===== src/rtl/radix4_seq_multiplier.sv =====
// Iterative radix-4 multiplier: one 2-bit multiplier digit per cycle, valid/ready on both sides.
// Define RADIX4_MULT_SIGNED_EN for two's-complement operands and product (default: unsigned).
module radix4_seq_multiplier #(
    parameter int unsigned WIDTH = 8
) (
    input  logic                 clk,
    input  logic                 rst,
    input  logic                 in_valid,
    output logic                 in_ready,
    input  logic [WIDTH-1:0]     a,
    input  logic [WIDTH-1:0]     b,
    output logic                 out_valid,
    input  logic                 out_ready,
    output logic [2*WIDTH-1:0]   product,
    output logic                 busy
);

    localparam int unsigned PW   = 2 * WIDTH;
    localparam int unsigned NDIG = WIDTH / 2;
    localparam int unsigned CNTW = (NDIG > 1) ? $clog2(NDIG) : 1;
    localparam logic [CNTW-1:0] LAST = CNTW'(NDIG - 1);

    if ((WIDTH % 2) != 0 || WIDTH < 4) begin : g_bad_width
        $error("radix4_seq_multiplier: WIDTH must be even and >= 4");
    end

    typedef enum logic [1:0] {StIdle, StCalc, StDone} state_e;

    state_e            r_state;
    state_e            w_state_next;
    logic [PW-1:0]     r_mcand;
    logic [WIDTH-1:0]  r_mplier;
    logic [PW-1:0]     r_acc;
    logic [CNTW-1:0]   r_cnt;
    logic [PW-1:0]     r_product;
    logic [PW-1:0]     w_partial;
    logic [PW-1:0]     w_acc_next;
    logic [PW-1:0]     w_result;
    logic [WIDTH-1:0]  w_a_mag;
    logic [WIDTH-1:0]  w_b_mag;
    logic              w_last;

`ifdef RADIX4_MULT_SIGNED_EN
    logic r_sign;

    // -2^(WIDTH-1) negates to itself, which is the correct unsigned magnitude.
    assign w_a_mag  = a[WIDTH-1] ? (~a + 1'b1) : a;
    assign w_b_mag  = b[WIDTH-1] ? (~b + 1'b1) : b;
    assign w_result = r_sign ? (~w_acc_next + 1'b1) : w_acc_next;

    always_ff @(posedge clk) begin
        if (rst) begin
            r_sign <= 1'b0;
        end else if (r_state == StIdle && in_valid) begin
            r_sign <= a[WIDTH-1] ^ b[WIDTH-1];
        end
    end
`else
    assign w_a_mag  = a;
    assign w_b_mag  = b;
    assign w_result = w_acc_next;
`endif

    assign w_last     = (r_cnt == LAST);
    assign w_acc_next = r_acc + w_partial;

    always_comb begin
        w_partial = '0;
        unique case (r_mplier[1:0])
            2'd0: w_partial = '0;
            2'd1: w_partial = r_mcand;
            2'd2: w_partial = r_mcand << 1;
            2'd3: w_partial = r_mcand + (r_mcand << 1);
        endcase
    end

    always_ff @(posedge clk) begin
        if (rst) begin
            r_state <= StIdle;
        end else begin
            r_state <= w_state_next;
        end
    end

    always_comb begin
        w_state_next = r_state;
        unique case (r_state)
            StIdle: if (in_valid) w_state_next = StCalc;
            StCalc: if (w_last) w_state_next = StDone;
            StDone: if (out_ready) w_state_next = StIdle;
            default: w_state_next = StIdle;
        endcase
    end

    always_comb begin
        in_ready  = (r_state == StIdle);
        busy      = (r_state == StCalc);
        out_valid = (r_state == StDone);
    end

    always_ff @(posedge clk) begin
        if (rst) begin
            r_mcand   <= '0;
            r_mplier  <= '0;
            r_acc     <= '0;
            r_cnt     <= '0;
            r_product <= '0;
        end else begin
            unique case (r_state)
                StIdle: begin
                    if (in_valid) begin
                        r_mcand  <= {{WIDTH{1'b0}}, w_a_mag};
                        r_mplier <= w_b_mag;
                        r_acc    <= '0;
                        r_cnt    <= '0;
                    end
                end
                StCalc: begin
                    r_mcand  <= r_mcand << 2;
                    r_mplier <= r_mplier >> 2;
                    r_acc    <= w_acc_next;
                    r_cnt    <= r_cnt + 1'b1;
                    if (w_last) r_product <= w_result;
                end
                default: ;
            endcase
        end
    end

    assign product = r_product;

endmodule

===== config.mk =====
export PLATFORM = sky130hd
export DESIGN_NAME = radix4_seq_multiplier
export DESIGN_NICKNAME = d
export VERILOG_FILES = /design/src/rtl/radix4_seq_multiplier.sv
export SDC_FILE = /design/constraint.sdc
export NUM_CORES = 1
export LEC_CHECK = 0
export CAP_MARGIN = 30
export CORE_UTILIZATION = 57
export CTS_CLUSTER_SIZE = 25
export DETAILED_ROUTE_END_ITERATION = 12
export PLACE_DENSITY = 0.81
export SETUP_SLACK_MARGIN = 0.2
export SLEW_MARGIN = 20
export SYNTH_ARGS = -nofsm -noshare
export SYNTH_HDL_FRONTEND = slang
export SYNTH_SLANG_ARGS = --single-unit

===== constraint.sdc =====
create_clock -name clk -period 5.2 [get_ports clk]
set_clock_uncertainty 0.1 [all_clocks]
set_input_delay 1.04 -clock clk [delete_from_list [all_inputs] [get_ports clk]]
set_output_delay 1.04 -clock clk [all_outputs]
set_load 0.05 [all_outputs]

==> out/metrics.cfg, run 1 <==
[outcome]
status = finished with violations
violations = DRC

[synthesis]
synth_largest_area_cell = dfxtp_1
synth.distinct_cells = 51
synth_nets = 545
synthAdderAreaFrac = 0.108
synth_compound_area_frac = 0.269
yosys.area_share.simple = 0.202
ys_seq_area_frac = 0.313
ys_warn_count = 0
avgSynthCellArea_um2 = 7.80
synthMuxAreaShare = 0.0173
synth_xor_area_frac = 0.0479
synth-seq-cells = 60
yosys-top-cells-area = dfxtp_1 (31%), ha_1 (9.8%), nor2_1 (8.0%)
syn-instance-count = 493
synth-async-reset-ratio = 0
synth_edf_count = 0
synth_area_um2 = 3840
yosysTopAreaCellShare = 0.313
synth_top_family_by_area = compound AO/OA/AOI/OAI gates
ys.flop_type = dfxtp_1

[power]
power_leakage_nw = 1.84
p_switching_mw = 0.302
p_clk_frac = 0.370
intPower_mw = 0.781
irDropWorstVdd_uv = 187
seq_power_share = 0.458
combPwrFrac = 0.172
p_per_area_nw_per_um2 = 244
sw_frac_of_total = 0.279

[die]
fp.dieW_um = 84.1
die_h_um = 84.1
rows = 29
initial_core_util = 0.598
io_pins = 39
dieArea_um2 = 7080
core-area_um2 = 6420

[route]
drtIter0Drc = 182
viasPerCell = 6.04
vias = 3614
first_pass_iters = 11
wl_mm = 9.08
ant_nets = 0
wl_per_cell_um = 15.2
drc = 4

[critical_path]
r2r_slack_ns = 1.01
end_kind = register
critPathMaxStageDelay_ns = 0.42
reg2reg_depth = 20
arrival_ns = 4.34
cp-startpoint = r_mcand[1]$_SDFFE_PP0P_
cp.depth = 20
setup.worst_path.class = reg2reg
r2r-end = product[15]$_SDFFE_PP0P_
slowest_stage = dfxtp_1
worstSetupEndpoint = product[15]$_SDFFE_PP0P_
crit_fanout = 5
required_ns = 5.35
path_delay_family = compound AO/OA/AOI/OAI gates
worst_path_most_repeated_cell = a21oi_1
start_kind = register
path_cells = ha_1, inv_1, fa_1, nand2b_1, a21oi_1, o21ai_0, nand2b_1, xor2_1, mux2_2, a22o_1, ha_1, a21o_1, a21oi_1, o21ai_1, a31oi_1, o21bai_1, a21oi_1, xnor2_1, xnor2_1, o31ai_1
critPathBufInv = 1
r2r_start = r_mcand[1]$_SDFFE_PP0P_

[placed_design]
gp_congestion = 0.942
placed_cell_area_um2 = 4260
port-buffer-count = 38
dp_hpwl_mm = 6.29
placed_cells = 585

[timing]
worst_pin_slew_ns = 0.771
finalSetupViolCount = 0
fmax_ghz = 0.239
relSlewSlack = 0.484
rsz0062_at_grt = false
hold_viol_final = 0
period_needed_ns = 4.19
final.setup.tns_ns = 0
fin_crit_sh = 0.806
maxSlewViolCount = 0

[finish]
stdcell_area_um2 = 4440
syn_to_final_growth_pct = 15.4
final_cell_mix = nor2_1 (82), dfxtp_1 (60), nand2_1 (44), a21oi_1 (44), clkdlybuf4s50_1 (37)
final_cells = 598
diodes = 0
final_nets = 571
layout_commonest_cell = nor2_1
drive_above_1_share = 0.0557

[global_routing]
grt_antenna_before_repair = 0
grt_pass1_wl_mm = 15.3
grt_pass1_vias = 3347
grtUsageTotal = 0.268
grt_overflow = 0
grt_max_degree = 38

[cts]
cts_htree_levels = 3
clk_latency_ns = 0.34
cts_tree = built
clk_pin_slew_ns = 0.06
post-cts-setup-buffers = 0
cts_made_buffers = 9
ctsHoldBuffers = 0
root_buffer = clkbuf_8
clk_path_buf_depth = 2
clkSinkCount = 60
ctsResizeCount = 0

[min_path]
min_path_type = reg2reg

[run]
cap_violations = 0

[power by group through the flow]
stage	sequential [mW]	combinational (mW)	clock, mW
2_1_floorplan	0.495	0.142	0
3_3_place_gp	0.505	0.177	0
3_5_place_dp	0.505	0.183	0
4_1_cts	0.496	0.185	0.405
5_1_grt	0.498	0.204	0.425
6_report	0.496	0.186	0.400
[flip-flops by register name, indices dropped and copies added (netlist names)]
| signal | count |
|---|---|
| product | 16 |
| r_acc | 16 |
| r_cnt | 2 |
| r_mcand | 16 |
| r_mplier | 8 |
| r_state | 2 |
[metal layers]
layer	global-route usage	up-vias	part of all wire
met2	0.434	85	0.48
met5	0	-	0
met4	0.0815	0	0.013
li1	-	1810	-
met3	0.0584	10	0.043
met1	0.357	1709	0.47
[worst min-delay path by stage]
stage / slack, ns / depth (start not counted) / start / to
finish: 0.35 / 2 / product[7]$_SDFFE_PP0P_ / product[7]$_SDFFE_PP0P_
global route: 0.38 / 2 / product[9]$_SDFFE_PP0P_ / product[9]$_SDFFE_PP0P_
CTS: 0.35 / 2 / product[7]$_SDFFE_PP0P_ / product[7]$_SDFFE_PP0P_
detailed placement: 0.35 / 2 / product[7]$_SDFFE_PP0P_ / product[7]$_SDFFE_PP0P_
global placement: 0.34 / 2 / product[13]$_SDFFE_PP0P_ / product[13]$_SDFFE_PP0P_
floorplan: 0.34 / 2 / r_acc[14]$_SDFFE_PP0P_ / r_acc[14]$_SDFFE_PP0P_
[worst register-to-register path, cell delays in order, from the launching register on]
cell	delay (ns)
dfxtp_1	0.42
ha_1	0.21
inv_1	0.06
fa_1	0.40
nand2b_1	0.18
a21oi_1	0.21
o21ai_0	0.11
nand2b_1	0.12
xor2_1	0.07
mux2_2	0.26
a22o_1	0.18
ha_1	0.34
a21o_1	0.22
a21oi_1	0.14
o21ai_1	0.07
a31oi_1	0.27
o21bai_1	0.10
a21oi_1	0.18
xnor2_1	0.15
xnor2_1	0.10
o31ai_1	0.21
[area by class of cell]
class,instances,area (um^2)
clock inverters,3,40.0
multi-input cells,389,2480
clock buffers,10,138
repair buffers,43,425
fillers,525,1990
flip-flops and latches,60,1200
inverters,16,60.1
well taps,77,96.3
[logic make-up after synthesis]
group / Yosys count
mux: 6
buf+inv: 44
simple gates: 176
xor+xnor: 21
flops: 60
fa+ha+maj: 32
compound gates: 154
[per-stage QoR]
step / total power [mW] / utilization / hold slack (ns) / setup WS, ns
after floorplan: 0.637 / - / 0.336 / 1.38
after global placement: 0.682 / 0.659 / 0.342 / 1.16
after detailed placement: 0.689 / 0.663 / 0.345 / 1.07
after CTS: 1.09 / 0.691 / 0.354 / 1.03
after global routing: 1.13 / 0.691 / 0.382 / 0.755
final: 1.08 / 0.691 / 0.352 / 1.01
[cell usage after synthesis (all sizes together), types with 3 or more instances]
| cell type | instances |
|---|---|
| nor2 | 82 |
| dfxtp | 60 |
| a21oi | 45 |
| nand2 | 44 |
| ha | 30 |
| a22oi | 25 |
| clkbuf | 25 |
| o21ai | 21 |
| inv | 15 |
| nor3 | 15 |
| xnor2 | 14 |
| a2bb2oi | 10 |
| a21o | 9 |
| a22o | 7 |
| nand3b | 7 |
| o21a | 7 |
| o21bai | 7 |
| xor2 | 7 |
| mux2 | 5 |
| nand2b | 5 |
| nand3 | 5 |
| nor2b | 5 |
| a211oi | 4 |
| and3 | 4 |
| o221ai | 4 |
| buf | 3 |
| o211ai | 3 |
| o31ai | 3 |
Note: power is estimated with default switching activity, not from simulation.
==> run 2, diff against run 1 <==
--- a/config.mk
+++ b/config.mk
@@ -6,10 +6,10 @@
 export NUM_CORES = 1
 export LEC_CHECK = 0
 export CAP_MARGIN = 30
-export CORE_UTILIZATION = 57
+export CORE_UTILIZATION = 52
 export CTS_CLUSTER_SIZE = 25
 export DETAILED_ROUTE_END_ITERATION = 12
-export PLACE_DENSITY = 0.81
+export PLACE_DENSITY = 0.78
 export SETUP_SLACK_MARGIN = 0.2
 export SLEW_MARGIN = 20
 export SYNTH_ARGS = -nofsm -noshare
==> constraint.sdc (replaced) <==
create_clock -name clk -period 3.8 [get_ports clk]
set_clock_uncertainty 0.1 [all_clocks]
set_input_delay 0.76 -clock clk [delete_from_list [all_inputs] [get_ports clk]]
set_output_delay 0.76 -clock clk [all_outputs]
set_load 0.05 [all_outputs]
==> out/metrics.cfg, run 2 (synthesis results as in run 1) <==
[die]
rows = 30
initial_core_util = 0.551
io_pins = 39
fp.dieW_um = 88.0
dieArea_um2 = 7740
die_h_um = 88.0
core-area_um2 = 6980

[outcome]
violations = setup timing
status = finished with violations

[cts]
clk_pin_slew_ns = 0.08
clkSinkCount = 60
clk_path_buf_depth = 2
cts_made_buffers = 9
cts_tree = built
root_buffer = clkbuf_8
cts_htree_levels = 3
clk_latency_ns = 0.36

[power]
power_leakage_nw = 2.02
irDropWorstVdd_uv = 268
p_per_area_nw_per_um2 = 336

[critical_path]
critPathMaxStageDelay_ns = 0.39
required_ns = 3.97
end_kind = register
path_cells = ha_4, inv_2, fa_2, nand2b_4, a21oi_4, o21ai_2, nand2b_1, xor2_1, mux2_4, a22o_1, ha_4, a21o_1, a21oi_2, o21ai_1, a31oi_1, o21bai_1, a21oi_1, xnor2_1, xnor2_1, o31ai_1
crit_fanout = 4
setup.worst_path.class = reg2reg
arrival_ns = 3.98
start_kind = register
slowest_stage = dfxtp_4

[global_routing]
grt_overflow = 0
grt_use_met2 = 0.473
grt_pass1_vias = 3504
gr-usage-met1 = 0.305
grt_pass1_wl_mm = 15.7
busiest_layer = met2
grt_antenna_before_repair = 0
grtUsageTotal = 0.262
grt.met3_usage = 0.0556
grt_max_degree = 54

[finish]
regArea_um2 = 1210
diodes = 0
drive_above_1_share = 0.165
final_nets = 597
stdcell_area_um2 = 4890
post-route-util = 0.701
n_fill_cell = 555
final_cell_mix = nor2_1 (81), dfxtp_1 (55), nand2_1 (44), clkdlybuf4s50_1 (37), a21oi_1 (35)
syn_to_final_growth_pct = 27.2
layout_commonest_cell = nor2_1
multi_input_area_um2 = 2660

[placed_design]
port-buffer-count = 38
placed_cell_area_um2 = 4400
dp_hpwl_mm = 6.55
gp_congestion = 0.907

[min_path]
min_path_type = reg2reg

[timing]
timing.hold.ws_ns = 0.356
hold_viol_final = 0
rsz0062_at_grt = true
finalSetupViolCount = 1
period_needed_ns = 3.81
relSlewSlack = 0.387
fmax_ghz = 0.263
layout_setup_ws_ns = -0.00739
final.setup.tns_ns = -0.00739
worst_pin_slew_ns = 0.920
fin_crit_sh = 1.00
maxSlewViolCount = 0

[route]
vias = 3802
wl_per_cell_um = 15.8
ant_nets = 0
drtIter0Drc = 182
drc = 0
first_pass_iters = 5
viasPerCell = 5.89
wl_mm = 10.2

[run]
cap_violations = 0

## run 2: cell count changes in the layout (fill, tap and decap cells not counted), moves of 3 or more
cell      before  now
buf_4          4   29
a21oi_1       44   35
a21oi_2        1    8
ha_1          30   24
dfxtp_1       60   55
dfxtp_2        0    4
ha_4           0    4
clkinv_4       0    3
o21ai_0        9    6
## run 2: metrics by stage
step / setup WS (ns) / power [mW] / instances
after floorplan: 0.217 / 0.876 / 493
after global placement: 0.0605 / 0.950 / 616
after detailed placement: -0.00491 / 0.955 / 617
after CTS: 0.0284 / 1.62 / 642
after global routing: -0.239 / 1.70 / 646
final: -0.00739 / 1.64 / 646
## run 2: worst max-delay path: cells and delay by family (launching register included)
family	cells	cell delay [ns]
muxes	1	0.26
and+or+nand+nor	2	0.26
adders and majority gates	3	0.74
DFF	1	0.39
AOI/OAI and AO/OA	10	1.61
xor gates and xnor gates	3	0.33
buffers and inverters	1	0.04
## run 2: timing repair
action                                 4_1_cts  5_1_grt
pin swaps                                   18       23
setup endpoints to repair                   12       16
endpoints found under the hold margin        0        0
gates cloned                                 0        0
buffers inserted                             9        4
hold buffers                                 0        0
resized for setup                           14       25
## run 2: layout make-up
cell class,count,area share
Inverter,16,0.0128
Timing Repair Buffer,69,0.126
Multi-Input combinational cell,389,0.544
Sequential cell,60,0.247
Clock buffer,9,0.0253
Tap cell,96,0.0246
Clock inverter,7,0.0205
## run 2: routing by layer
layer,vias up,wire length [um],part of all wire
met3,26,414,0.041
met4,0,240,0.024
met5,-,0,0
met1,1792,4430,0.44
met2,109,5090,0.50
li1,1875,-,-
## run 2: path summary, 6_finish.rpt
check,from,end,slack (ns),cells after the start
worst max-delay path,r_mcand[1]$_SDFFE_PP0P_,product[15]$_SDFFE_PP0P_,-0.007,20
worst min-delay path,product[10]$_SDFFE_PP0P_,product[10]$_SDFFE_PP0P_,0.36,2
worst max register to register,r_mcand[1]$_SDFFE_PP0P_,product[15]$_SDFFE_PP0P_,-0.007,20
worst min register to register,product[10]$_SDFFE_PP0P_,product[10]$_SDFFE_PP0P_,0.36,2
## run 2: power by group
part / leakage, nW / internal, mW / total (mW) / switching [mW]
Combinational: 1.42 / 0.137 / 0.306 / 0.170
Clock: 0.114 / 0.373 / 0.665 / 0.291
Sequential: 0.490 / 0.649 / 0.670 / 0.0208
==> patch: new RTL, settings of run 1 <==
The 3 states of `state_e` get a one-hot encoding in 3 bits.
--- a/src/rtl/radix4_seq_multiplier.sv
+++ b/src/rtl/radix4_seq_multiplier.sv
@@ -26,3 +26,3 @@
 
-    typedef enum logic [1:0] {StIdle, StCalc, StDone} state_e;
+    typedef enum logic [2:0] {StIdle = 3'b001, StCalc = 3'b010, StDone = 3'b100} state_e;
 
Check against the original RTL: no difference found for any inputs over 4 cycles, from zero or initial values and one cycle with rst high; so few cycles prove little.
==> patch against run 1 <==
  * Sequential cell count up 1
  * Setup slack worse by 180 ps
  * Final area up 2.2%
  * Clock power up 16%
  * Non-clock buffer count unchanged
  * Area after synthesis up 1.2%
  * Wire length down 0.47%
  * Power up 13%
==> patch: results (changes against run 1) <==
Finish
  – Final #Nets: 578 (+1.2%)
  – Layout Cells excl Fill: 608 (+1.7%)
  – Layout cells sized above 1: 6.215% (+0.65 points)

GRT
  – Met3 Use GR: 3.933% (-1.9 points)
  – Vias in the first global route: 3491 (+4.3%)
  – Total GRT Usage: 26.77% (about the same)
  – Met1 Use GR: 32.78% (-2.9 points)
  – First-pass GRT wire length: 15530 µm (+1.6%)
  – M2 GR Usage: 46.56% (+3.1 points)
  – Largest net degree at the start of global routing: 54 (+42%)

Routing
  – Routed length on met3: 307 µm (-20%)
  – First DRT Iteration DRCs: 214 (+18%)
  – Met2 WL post-DR: 4450 µm (+2.8%)
  – First drt pass iteration count: 5 (-6)
  – Post-Route M1 WL: 4116 µm (-3.1%)
  – Final WL: 9037 µm (-0.47%)

Yosys
  – Cells after synthesis: 500 (+1.4%)
  – Synth Net Count: 552 (+1.3%)
  – Synth top cells by count: nand2_1 (82), dfxtp_1 (61), a21oi_1 (52), nor2_1 (37), ha_1 (30)
  – Area contributors post-synth: dfxtp_1 (31%), ha_1 (9.7%), nand2_1 (7.9%), a21oi_1 (6.7%), nor2_1 (3.6%)
  – Post-synthesis sequential area ratio: 31.40% (+0.15 points)

Placement
  – IO Port Bufs: 38 (unchanged)
  – Hpwl dp: 6283 µm (-0.17%)
  – Placer Congestion: 0.9386 (-0.40%)
  – Placement Setup Slack: 901.3 ps (-164.6 ps)
  – DP Area: 4292 µm² (+0.76%)
  – Placed Instances: 591 (+1.0%)

Power
  – Sequential share of power: 42.7% (-3.1 points)
  – P_clk: 466 µW (+16%)
  – P_sw: 365.1 µW (+21%)
  – Worst vdd ir: 0.2719 mV (+45%)
  – P_leak: 1.843 nW (about the same)

Critical path
  – Slowest CP cell: dfxtp_1
  – Crit-path leading delay family: compound AO/OA/AOI/OAI gates
  – Data arrival time of the worst path: 4510 ps (+170 ps)
  – CP max stage delay: 400 ps (-20 ps)

Hold path
  – Worst Hold Depth: 2 (unchanged)

Run status
  – Outcome: complete, no violations
patch: cell types whose count changed in the layout (fill, tap and decap cells not counted), moves of 10 or more:
cell,before,now
a2bb2oi_1,10,0
nor2_1,82,37
a311oi_1,0,12
o21ai_0,9,23
a22oi_1,25,8
nand2_1,44,82
nand3_1,5,24
patch: stage by stage:
stage	hold WS, ps	total power, mW
finish	358.5	1.219
CTS	362.0	1.222
detailed placement	347.6	0.7574
global route	375.6	1.277
global placement	345.6	0.7417
floorplan	348.2	0.6915
patch: final timing paths:
path / start / to / slack [ps]
min reg2reg: product[3] / product[3] / 360
max: r_mcand[1] / r_acc[15] / 830
min: product[3] / product[3] / 360
max reg2reg: r_mcand[1] / r_acc[15] / 830
patch: cell type report:
| class | count | area [µm²] |
|---|---|---|
| Multi-Input combinational cell | 394 | 2485 |
| Fill cell | 498 | 1926 |
| Clock inverter | 6 | 86.33 |
| Clock buffer | 10 | 127.6 |
| Inverter | 17 | 63.81 |
| Tap cell | 77 | 96.34 |
| Timing Repair Buffer | 43 | 452.9 |
| Sequential cell | 61 | 1221 |
patch: kinds of logic (layout without fill, tap and decap cells):
| logic type | count (synthesis) | in the layout | share of synthesized area (%) |
|---|---|---|---|
| xor+xnor | 25 | 25 | 5.631 |
| mux | 10 | 10 | 2.799 |
| buf+inv | 45 | 76 | 4.697 |
| compound gates | 143 | 143 | 23.68 |
| fa+ha+maj | 32 | 32 | 10.68 |
| simple gates | 184 | 184 | 21.11 |
| flops | 61 | 61 | 31.40 |
patch: worst min-delay path, delay by kind of cell, from the launching register on:
kind / cells / cell delay (ps)
and+or+nand+nor: 1 / 50
AOI/OAI and AO/OA: 1 / 50
DFF: 1 / 310
